## src/rtl/alu_pkg.sv

```systemverilog
// Shared ALU types: sequencer FSM states and the NZCV flag bundle used by the
// ALU top, the status register and the multi-precision sequencer.
package alu_pkg;

    typedef enum logic [1:0] {
        IDLE = 2'd0,
        RUN  = 2'd1,
        DONE = 2'd2
    } seq_state_e;

    typedef struct packed {
        logic n;
        logic z;
        logic c;
        logic v;
    } alu_flags_t;

endpackage

```

## src/rtl/alu_multiprec_seq.sv

```systemverilog
// Multi-precision add/subtract sequencer: walks an external N-bit adder over
// WORDS slices LSB first, chains the carry and reports whole-word NZCV flags.
module alu_multiprec_seq
    import alu_pkg::*;
#(
    parameter int N     = 8,
    parameter int WORDS = 4
) (
    input  logic             clk,
    input  logic             rst_n,
    input  logic             in_valid,
    output logic             in_ready,
    input  logic [N*WORDS-1:0] a,
    input  logic [N*WORDS-1:0] b,
    input  logic             op_sub,
    input  logic             carry_in,
    output logic [N-1:0]     cpa_a,
    output logic [N-1:0]     cpa_b,
    output logic             cpa_c,
    input  logic [N-1:0]     cpa_s,
    input  logic             cpa_c_out,
    input  logic             cpa_v,
    output logic             out_valid,
    input  logic             out_ready,
    output logic [N*WORDS-1:0] result,
    output logic             flag_n,
    output logic             flag_z,
    output logic             flag_c,
    output logic             flag_v
);

    localparam int W     = N * WORDS;
    localparam int IDX_W = (WORDS > 1) ? $clog2(WORDS) : 1;

    seq_state_e        state_q, state_d;
    logic [IDX_W-1:0]  idx_q, idx_d;
    logic              carry_q, carry_d;
    logic              zacc_q, zacc_d;
    logic              sub_q, sub_d;
    logic [W-1:0]      a_q, a_d;
    logic [W-1:0]      b_q, b_d;
    logic [W-1:0]      result_q, result_d;
    alu_flags_t        flags_q, flags_d;
    logic              out_valid_q, out_valid_d;

    logic [N-1:0]      sl_a_s;
    logic [N-1:0]      sl_b_s;
    logic              run_s;
    logic              last_s;
    logic              slice_zero_s;

    assign run_s        = (state_q == RUN);
    assign last_s       = (idx_q == IDX_W'(WORDS - 1));
    assign slice_zero_s = (cpa_s == {N{1'b0}});

    // Slice mux: pick the current N-bit window of the latched operands.
    always_comb begin
        sl_a_s = {N{1'b0}};
        sl_b_s = {N{1'b0}};
        for (int k = 0; k < WORDS; k++) begin
            sl_a_s = sl_a_s | ((idx_q == IDX_W'(k)) ? a_q[k*N +: N] : {N{1'b0}});
            sl_b_s = sl_b_s | ((idx_q == IDX_W'(k)) ? b_q[k*N +: N] : {N{1'b0}});
        end
    end

    // Adder drive: operands only while walking slices, B inverted for subtract.
    always_comb begin
        if (run_s) begin
            cpa_a = sl_a_s;
            cpa_b = sl_b_s ^ {N{sub_q}};
            cpa_c = carry_q;
        end else begin
            cpa_a = {N{1'b0}};
            cpa_b = {N{1'b0}};
            cpa_c = 1'b0;
        end
    end

    // Next-state logic for the IDLE/RUN/DONE sequencer and its datapath.
    always_comb begin
        state_d     = state_q;
        idx_d       = idx_q;
        carry_d     = carry_q;
        zacc_d      = zacc_q;
        sub_d       = sub_q;
        a_d         = a_q;
        b_d         = b_q;
        result_d    = result_q;
        flags_d     = flags_q;
        out_valid_d = out_valid_q;
        case (state_q)
            IDLE: begin
                if (in_valid) begin
                    a_d     = a;
                    b_d     = b;
                    sub_d   = op_sub;
                    carry_d = carry_in;
                    zacc_d  = 1'b1;
                    idx_d   = {IDX_W{1'b0}};
                    state_d = RUN;
                end else begin
                    state_d = IDLE;
                end
            end
            RUN: begin
                for (int k = 0; k < WORDS; k++) begin
                    result_d[k*N +: N] = (idx_q == IDX_W'(k)) ? cpa_s : result_q[k*N +: N];
                end
                carry_d = cpa_c_out;
                zacc_d  = zacc_q & slice_zero_s;
                if (last_s) begin
                    // Z spans every slice, so fold in the accumulated zero test.
                    flags_d.n   = cpa_s[N-1];
                    flags_d.z   = zacc_q & slice_zero_s;
                    flags_d.c   = cpa_c_out;
                    flags_d.v   = cpa_v;
                    out_valid_d = 1'b1;
                    state_d     = DONE;
                end else begin
                    idx_d = idx_q + IDX_W'(1);
                end
            end
            DONE: begin
                if (out_ready) begin
                    out_valid_d = 1'b0;
                    state_d     = IDLE;
                end else begin
                    state_d = DONE;
                end
            end
            default: begin
                out_valid_d = 1'b0;
                state_d     = IDLE;
            end
        endcase
    end

    // State and datapath registers; reset aborts any operation in flight.
    always_ff @(posedge clk or negedge rst_n) begin
        if (!rst_n) begin
            state_q     <= IDLE;
            idx_q       <= {IDX_W{1'b0}};
            carry_q     <= 1'b0;
            zacc_q      <= 1'b0;
            sub_q       <= 1'b0;
            a_q         <= {W{1'b0}};
            b_q         <= {W{1'b0}};
            result_q    <= {W{1'b0}};
            flags_q     <= '{n: 1'b0, z: 1'b0, c: 1'b0, v: 1'b0};
            out_valid_q <= 1'b0;
        end else begin
            state_q     <= state_d;
            idx_q       <= idx_d;
            carry_q     <= carry_d;
            zacc_q      <= zacc_d;
            sub_q       <= sub_d;
            a_q         <= a_d;
            b_q         <= b_d;
            result_q    <= result_d;
            flags_q     <= flags_d;
            out_valid_q <= out_valid_d;
        end
    end

    assign in_ready  = (state_q == IDLE);
    assign out_valid = out_valid_q;
    assign result    = result_q;
    assign flag_n    = flags_q.n;
    assign flag_z    = flags_q.z;
    assign flag_c    = flags_q.c;
    assign flag_v    = flags_q.v;

endmodule

```

## config.mk

```make
export PLATFORM = sky130hd
export DESIGN_NAME = alu_multiprec_seq
export DESIGN_NICKNAME = d
export VERILOG_FILES = /design/src/rtl/alu_pkg.sv /design/src/rtl/alu_multiprec_seq.sv
export SDC_FILE = /design/constraint.sdc
export NUM_CORES = 1
export LEC_CHECK = 0
export ABC_AREA = 1
export CORE_AREA = 2 2 201 104
export DETAILED_ROUTE_END_ITERATION = 8
export DIE_AREA = 0 0 203 106
export PLACE_DENSITY_LB_ADDON = 0.3
export SYNTH_ARGS = -nofsm -noshare
export SYNTH_HDL_FRONTEND = slang
export SYNTH_SLANG_ARGS = --single-unit
```

## constraint.sdc

```tcl
create_clock -name clk -period 2 [get_ports clk]
set_input_delay 0.3 -clock clk [delete_from_list [all_inputs] [get_ports clk]]
set_output_delay 0.3 -clock clk [all_outputs]
set_load 0.005 [all_outputs]
```

# == Word level (Yosys, flattened, before mapping) ==
# Cells that the tools add are included.
# totals
ff_bits,108
in_bits,80
out_inout_bits,55
wordCells,72
# classes
n_addsub,1
n_eq_ne,9
n_mux,25
n_bitwise,9
reduce_logical,12
# op_table
operator,n
8-bit two-way mux,10
8-bit OR,6
2-bit AND reduction,6
8-bit logical NOT,1
2-bit two-way mux,4
8-bit bitwise XOR,1
"2-bit equality test, second input constant",3
1-bit two-way mux,6
"2-bit != test, second input constant",3
2-bit case mux with 3 select lines,1
3-bit AND reduction,2
"2-bit by 1-bit equality test with 1-bit output, second input constant",2
2-bit logical NOT,2
1-bit case mux with 2 select lines,2
2-bit case mux with 2 select lines,1
1-bit case mux with 3 select lines,1
"2-bit by 1-bit adder with 2-bit output, second input constant",1
"2-bit by 1-bit != test with 1-bit output, second input constant",1
2-bit nonzero test,1
1-bit AND,1
1-bit NOT,1

# == Depth between registers and ports, before layout ==
# Gate-level depths: netlist (run 1).
# depth
word_depth,7
ltp_mapped,10

# == Least setup slack after synthesis (run 1) ==
# OpenSTA, ideal clock, no wires.
# synth_timing
kind,reg2out
start,register idx_q[0]
end,output cpa_b[2]
arrival_ps,1321
t_required_ps,1700
slack_ps,379
path_stages_with_launch,11
n_path_buf,2
path_cell_list,dfrtp_1 -> inv_1 -> ha_1 -> buf_2 -> buf_2 -> nand2_1 -> nand2_1 -> nor2_1 -> nand2_1 -> nand2_1 -> nor2_1
# synth_via
elab_chain_len,7
word_cells_on_any_way,13
cone_classes,eq/ne: 3; mux: 5; bitwise: 4; reduce/logical: 1
# synth_lines
item,line_no,rtl
start: declaration,alu_multiprec_seq.sv:36,"logic [IDX_W-1:0] idx_q, idx_d;"
start signal: assignment,alu_multiprec_seq.sv:142,idx_q <= {IDX_W{1'b0}};
start signal: assignment,alu_multiprec_seq.sv:153,idx_q <= idx_d;
2-bit by 1-bit equality test with 1-bit output or 2-bit logical NOT (tied branches),alu_multiprec_seq.sv:62,sl_b_s = sl_b_s | ((idx_q == IDX_W'(k)) ? b_q[k*N +: N] : {N{1'b0}});
8-bit two-way mux,alu_multiprec_seq.sv:62,
8-bit OR (2 in series),alu_multiprec_seq.sv:62,
8-bit OR (*),alu_multiprec_seq.sv:62,
8-bit bitwise XOR (*),alu_multiprec_seq.sv:70,cpa_b = sl_b_s ^ {N{sub_q}};
8-bit two-way mux (*),alu_multiprec_seq.sv:68,if (run_s) begin
end: declaration,alu_multiprec_seq.sv:18,"output logic [N-1:0] cpa_b,"
# Mark *: on every way between the ends. The rest lies on a longest branch, timed or not.

# == Worst setup path in the final report (run 1) ==
# layout_timing
start,register idx_q[0]
end,output cpa_a[5]
# layout_via
elab_chain_len,6
word_cells_on_any_way,12
cone_classes,eq/ne: 3; mux: 5; bitwise: 3; reduce/logical: 1
# layout_lines
item,line_no,rtl
2-bit by 1-bit equality test with 1-bit output or 2-bit logical NOT (tied branches),alu_multiprec_seq.sv:61,sl_a_s = sl_a_s | ((idx_q == IDX_W'(k)) ? a_q[k*N +: N] : {N{1'b0}});
8-bit two-way mux,alu_multiprec_seq.sv:61,
8-bit OR (2 in series),alu_multiprec_seq.sv:61,
8-bit OR (*),alu_multiprec_seq.sv:61,
8-bit two-way mux (*),alu_multiprec_seq.sv:68,
end: declaration,alu_multiprec_seq.sv:17,"output logic [N-1:0] cpa_a,"
# Marks and branches as above.

==> flow_metrics.tcl, run 1 <==
set metrics [dict create \
    placed_area_um2 6559 \
    clock_skew_ns 0.009510 \
    cts_buffer_depth 2 \
    slew_viol_final 0 \
    path_depth 8 \
    core_area_um2 19950 \
    run_status "finished, violations left" \
    cp.required_ns 1.70 \
    mostFrequentLayoutCells "nand2_1, clkdlybuf4s50_1, dfrtp_1" \
    syn-instance-count 594 \
    setup-violations-final 8 \
    synth_top_area_share_pct 55.10 \
    via_count 4165 \
    synth_area_leaders "dfrtp_1, nand2_1, o21ai_2, buf_6, nor2_1" \
    critPathKind "reg -> out" \
    leakage_uw 0.003533 \
    place_congestion 0.8372 \
    fin_ws_ns -0.04258 \
    wl_um 15220 \
    drive_gt1_share_pct 21.39 \
    vdd_ir_drop_max_mv 0.5230 \
    final_antenna_net_count 0 \
    port_buffers 134 \
    r2r_cells 6 \
    clk_pin_slew_ns 0.08 \
    mostFrequentLayoutCell "nand2_1" \
    cellPowerDensity_nw_per_um2 1591 \
    instances_no_fill 1021 \
    routed_via_density 4.079 \
    critPathLaunch "idx_q[0]$_DFFE_PN0P_" \
    synthesis.area_um2 4860 \
    drtPass1Iterations 4 \
    r2r_start "idx_q[1]$_DFFE_PN0P_" \
    grt_use_total_pct 14.58 \
    cp.arrival_ns 1.74 \
    post-route-period-util_pct 102.1 \
    clock_latency_ns 0.35 \
    die_y_um 106 \
    hp-class "in -> async" \
    crit_buf_inv 5 \
    cts_sinks 107 \
    antenna_found_initial 0 \
    critPathLaunchType "flop" \
    layout.nets 827 \
    crit_path_top_delay_cell "dfrtp_1" \
    violations "negative setup slack" \
    max_freq_ghz 0.4896 \
    cts_tree "yes" \
    rsz0062_at_grt "true" \
    io_pins 135 \
    drv_cap 0 \
    cp_max_fo 5 \
    synthDistinctLibCells 21 \
    grt.overflow.total 0 \
    cp_cell_sequence "inv_2, ha_4, buf_6, buf_8, buf_4, a21oi_1, a21oi_2, buf_2" \
    fin_tns_setup_ns -0.1857 \
    max_stage_delay_ns 0.39 \
    hold_violations 0 \
    slew_headroom_pct 72.59 \
    area_growth_pct 47.68 \
    stdcell_area_um2 7177 \
    ys_seq_area_share_pct 55.10 \
    first_global_vias 4166 \
    grt_max_degree 67 \
    drt_iter0_markers 197 \
    route.detailed.wl_per_inst_um 14.91 \
    dp_hpwl_um 11100 \
    tightest_slew_ns 0.4105 \
    grt_pass1_wl_um 23780 \
    yosysWarnings 0 \
    synth_nets 678 \
    htreeDepth 3 \
    worstReg2RegEnd "state_q[1]$_DFFE_PN0P_" \
    synth_top_area_cell "dfrtp_1" \
    dp_slack_ns -0.1824 \
    ys_seq_elements 107 \
    antenna-diode-count 0 \
    endpoint "cpa_a[5]" \
    avgSynthCellArea_um2 8.181 \
    fp-row-count 37 \
    cpLargestDelayFamily "buffers and inverters" \
    drc 0 \
    dp_cells 995 \
    die_w_um 203 \
    finalCriticalPeriod_ns 2.043 \
    cts-buffers-inserted 9 \
    start_util_pct 24.36 \
    ctsRootBufferMaster "clkbuf_16" \
    crit_path_end_kind "output port" \
    ff2ff_setup_slack_ns 0.29 \
    die_area_um2 21520 \
]
## state kept, by name, summed over array words and instances (netlist names)
name       count
state_q        2
idx_q          2
flag_v         1
b_q           32
result        32
a_q           32
zacc_q         1
flag_z         1
carry_q        1
flag_c         1
out_valid      1
sub_q          1
## logic make-up after synthesis
logic type / synth area share, %
buf+inv: 6.334
simple gates: 30.10
flops: 55.10
compound gates: 7.441
fa+ha+maj: 1.030
## final cells by class
| cell class | count | area (um^2) |
|---|---|---|
| repair buffers | 169 | 1639 |
| multi-input cells | 437 | 2136 |
| flip-flops and latches | 107 | 2679 |
| clock buffers | 10 | 239.0 |
| clock inverters | 6 | 63.81 |
| fillers | 2114 | 12780 |
| well taps | 273 | 341.6 |
| inverters | 19 | 78.83 |
## synth_stat cells (all sizes together)
library cell	n
o21ai	42
a21oi	16
nor2	31
clkinv	1
clkbuf	1
ha	4
nand3	3
nand4	1
dfrtp	107
nand2	339
buf	30
inv	18
o31ai	1
## report_power, final
| group | internal (uW) | total [uW] | switching [uW] |
|---|---|---|---|
| registers | 3220 | 3930 | 715 |
| logic | 2690 | 5640 | 2950 |
| clock network | 1010 | 1850 | 841 |
## metal layers
layer,global-route usage [%],part of all wire (%)
met5,0,0
met2,18.93,37
met4,2.346,0.42
met1,22.95,55
met3,4.905,6.7
## worst min-delay path by stage
stage,cells after the start,from,end,slack [ns]
2_1_floorplan,0,rst_n,a_q[0]$_DFFE_PN0N_,0.004
3_3_place_gp,1,rst_n,out_valid$_DFFE_PN0P_,0.22
3_5_place_dp,1,rst_n,out_valid$_DFFE_PN0P_,0.21
4_1_cts,2,rst_n,b_q[29]$_DFFE_PN0N_,0.39
5_1_grt,2,rst_n,b_q[29]$_DFFE_PN0N_,0.41
6_report,2,rst_n,b_q[21]$_DFFE_PN0N_,0.39
## what timing repair did
item | CTS | global route
hold endpoints to repair | 16 | 0
pin swaps | 32 | 25
setup buffers | 6 | 4
gates cloned | 1 | 0
setup endpoints to repair | 17 | 16
gates resized for setup | 116 | 42
hold buffers | 1 | 0
## per-stage QoR
step,util [%],hold WS [ns],power (uW)
after floorplan,-,0.004409,6574
after global placement,32.87,0.2151,9026
after detailed placement,32.87,0.2138,9070
after CTS,35.15,0.3889,11210
after global routing,35.97,0.4062,12340
final,35.97,0.3941,11420
(Power assumes the default switching activity.)
==> run 2, diff against run 1 <==
--- a/config.mk
+++ b/config.mk
@@ -8,7 +8,9 @@
 export ABC_AREA = 1
 export CORE_AREA = 2 2 201 104
+export CTS_CLUSTER_DIAMETER = 80
 export DETAILED_ROUTE_END_ITERATION = 8
 export DIE_AREA = 0 0 203 106
 export PLACE_DENSITY_LB_ADDON = 0.3
+export SETUP_SLACK_MARGIN = 0.02
 export SYNTH_ARGS = -nofsm -noshare
 export SYNTH_HDL_FRONTEND = slang
==> constraint.sdc (replaced) <==
create_clock -name clk -period 2 [get_ports clk]
set_input_delay 0.3 -clock clk [delete_from_list [all_inputs] [get_ports clk]]
set_output_delay 0.3 -clock clk [all_outputs]
set_load 0.02 [all_outputs]
==> flow_metrics.tcl, run 2 (synthesis gave the netlist of run 1 again) <==
set metrics [dict create \
    route.detailed.wl_per_inst_um 14.89 \
    run_status "finished, violations left" \
    drv_cap 0 \
    place_congestion 0.8096 \
    final_antenna_net_count 0 \
    routed_via_density 4.097 \
    leakage_uw 0.003457 \
    ff2ff_setup_slack_ns 0.32 \
    post-route-period-util_pct 103.7 \
    pwr-share-comb_pct 53.2 \
    clock_skew_ns 0.007977 \
    drt_iter0_markers 201 \
    p_sw_uw 5100 \
    dp_hpwl_um 11070 \
    rsz0062_at_grt "true" \
    drc 0 \
    worstReg2RegEnd "state_q[1]$_DFFE_PN0P_" \
    first_global_vias 4093 \
    grt_pass1_wl_um 23320 \
    cpLargestDelayFamily "flip-flops" \
    wl_um 15180 \
    postLayoutCoreUtil_pct 35.56 \
    crit_buf_inv 3 \
    crit_path_end_kind "output port" \
    setup-violations-final 14 \
    max_stage_delay_ns 0.43 \
    slew_headroom_pct 70.41 \
    dp_cells 996 \
    die_y_um 106 \
    fp-row-count 37 \
    mostFrequentLayoutCell "nand2_1" \
    area_growth_pct 46.01 \
    grt_use_total_pct 14.42 \
    die_w_um 203 \
    critPathLaunchType "flop" \
    instances_no_fill 1020 \
    cts_sinks 107 \
    cp.required_ns 1.70 \
    stdcell_area_um2 7096 \
    p_seq_share_pct 32.4 \
    cts_tree "yes" \
    core_area_um2 19950 \
    via_count 4179 \
    cp_cell_sequence "buf_6, ha_4, clkbuf_16, nand2_1, nand2_1, nor2_2, nor2_1, nor2_2, buf_6" \
    max_freq_ghz 0.4821 \
    critPathKind "reg -> out" \
    antenna_found_initial 3 \
    ctsRootBufferMaster "clkbuf_16" \
    r2r_start "idx_q[0]$_DFFE_PN0P_" \
    cellPowerDensity_nw_per_um2 1688 \
    start_util_pct 24.36 \
    slew_viol_final 0 \
    cts-buffers-inserted 9 \
    finalCriticalPeriod_ns 2.074 \
    port_buffers 134 \
    htreeDepth 3 \
    mostFrequentLayoutCells "nand2_1, clkdlybuf4s50_1, dfrtp_1" \
    cts_buffer_depth 2 \
    drive_gt1_share_pct 17.69 \
    hp-class "in -> async" \
    r2r_cells 6 \
    hold_violations 0 \
    fin_tns_setup_ns -0.7025 \
    p_int_uw 6876 \
    swShare_pct 42.58 \
    clk_pin_slew_ns 0.07 \
    die_area_um2 21520 \
    dp_slack_ns -0.2095 \
    fin_ws_ns -0.07446 \
    crit_path_top_delay_cell "dfrtp_2" \
    grt_max_degree 46 \
    clock_latency_ns 0.36 \
    vdd_ir_drop_max_mv 0.7062 \
    nFillCells 2079 \
    grt.overflow.total 0 \
    io_pins 135 \
    placed_area_um2 6579 \
    p_clk_share_pct 14.3 \
    drtPass1Iterations 4 \
    tightest_slew_ns 0.4432 \
    violations "negative setup slack" \
    cp_max_fo 5 \
    cp.arrival_ns 1.77 \
    layout.nets 825 \
]
run 2: timing repair:
item,4_1_cts,5_1_grt
endpoints found under the hold margin,20,0
endpoints found under the setup margin,18,17
setup buffers,0,5
pin swaps,2,6
hold buffers,1,0
cloned,0,1
resized for setup,100,41
run 2: worst max-delay path by stage:
| stage | depth (start not counted) | start | end |
|---|---|---|---|
| 3_5_place_dp | 8 | idx_q[1]$_DFFE_PN0P_ | cpa_a[1] |
| 6_report | 9 | idx_q[1]$_DFFE_PN0P_ | cpa_b[2] |
| 3_3_place_gp | 9 | idx_q[1]$_DFFE_PN0P_ | cpa_b[2] |
| 4_1_cts | 10 | idx_q[1]$_DFFE_PN0P_ | cpa_b[2] |
| 5_1_grt | 10 | idx_q[1]$_DFFE_PN0P_ | cpa_b[7] |
| 2_1_floorplan | 10 | idx_q[0]$_DFFE_PN0P_ | cpa_b[2] |
run 2: power groups by stage:
| stage | clock [uW] | combinational (uW) | sequential (uW) |
|---|---|---|---|
| after global placement | 0 | 5900 | 3880 |
| after floorplan | 0 | 3150 | 4160 |
| after CTS | 1770 | 5970 | 3850 |
| after detailed placement | 0 | 5960 | 3860 |
| final | 1720 | 6370 | 3890 |
| after global routing | 1850 | 7020 | 4020 |
run 2: metrics by stage:
step | power, uW | hold WS [ns]
final | 11980 | 0.4260
after global routing | 12880 | 0.4231
after CTS | 11580 | 0.4250
after detailed placement | 9821 | 0.2373
after global placement | 9788 | 0.2327
after floorplan | 7309 | 0.004409
run 2: final cells by class:
type                            instances  area, um^2  area share, %
Inverter                               19       78.83          1.111
Clock buffer                           14       264.0          3.721
Tap cell                              273       341.6          4.814
Sequential cell                       107        2680          37.77
Multi-Input combinational cell        437        2038          28.73
Clock inverter                          2       10.01         0.1411
Timing Repair Buffer                  167        1680          23.68
Antenna cell                            1       2.502        0.03527
run 2: worst register-to-register path: cells and delay by family (launching register included):
family,cells,cell delay [ns]
flops,1,0.45
simple gates,1,0.08
buf+inv,3,0.66
compound gates,1,0.14
fa+ha+maj,1,0.21
run 2: per-layer routing:
layer  share of wire (%)  GRT usage, %  vias to the layer above
met3                 7.6         5.303                       15
met4                0.94         2.972                        4
li1                    -             -                     2119
met1                  55         22.75                     1929
met2                  36         17.93                      112
met5                0.16             0                        -
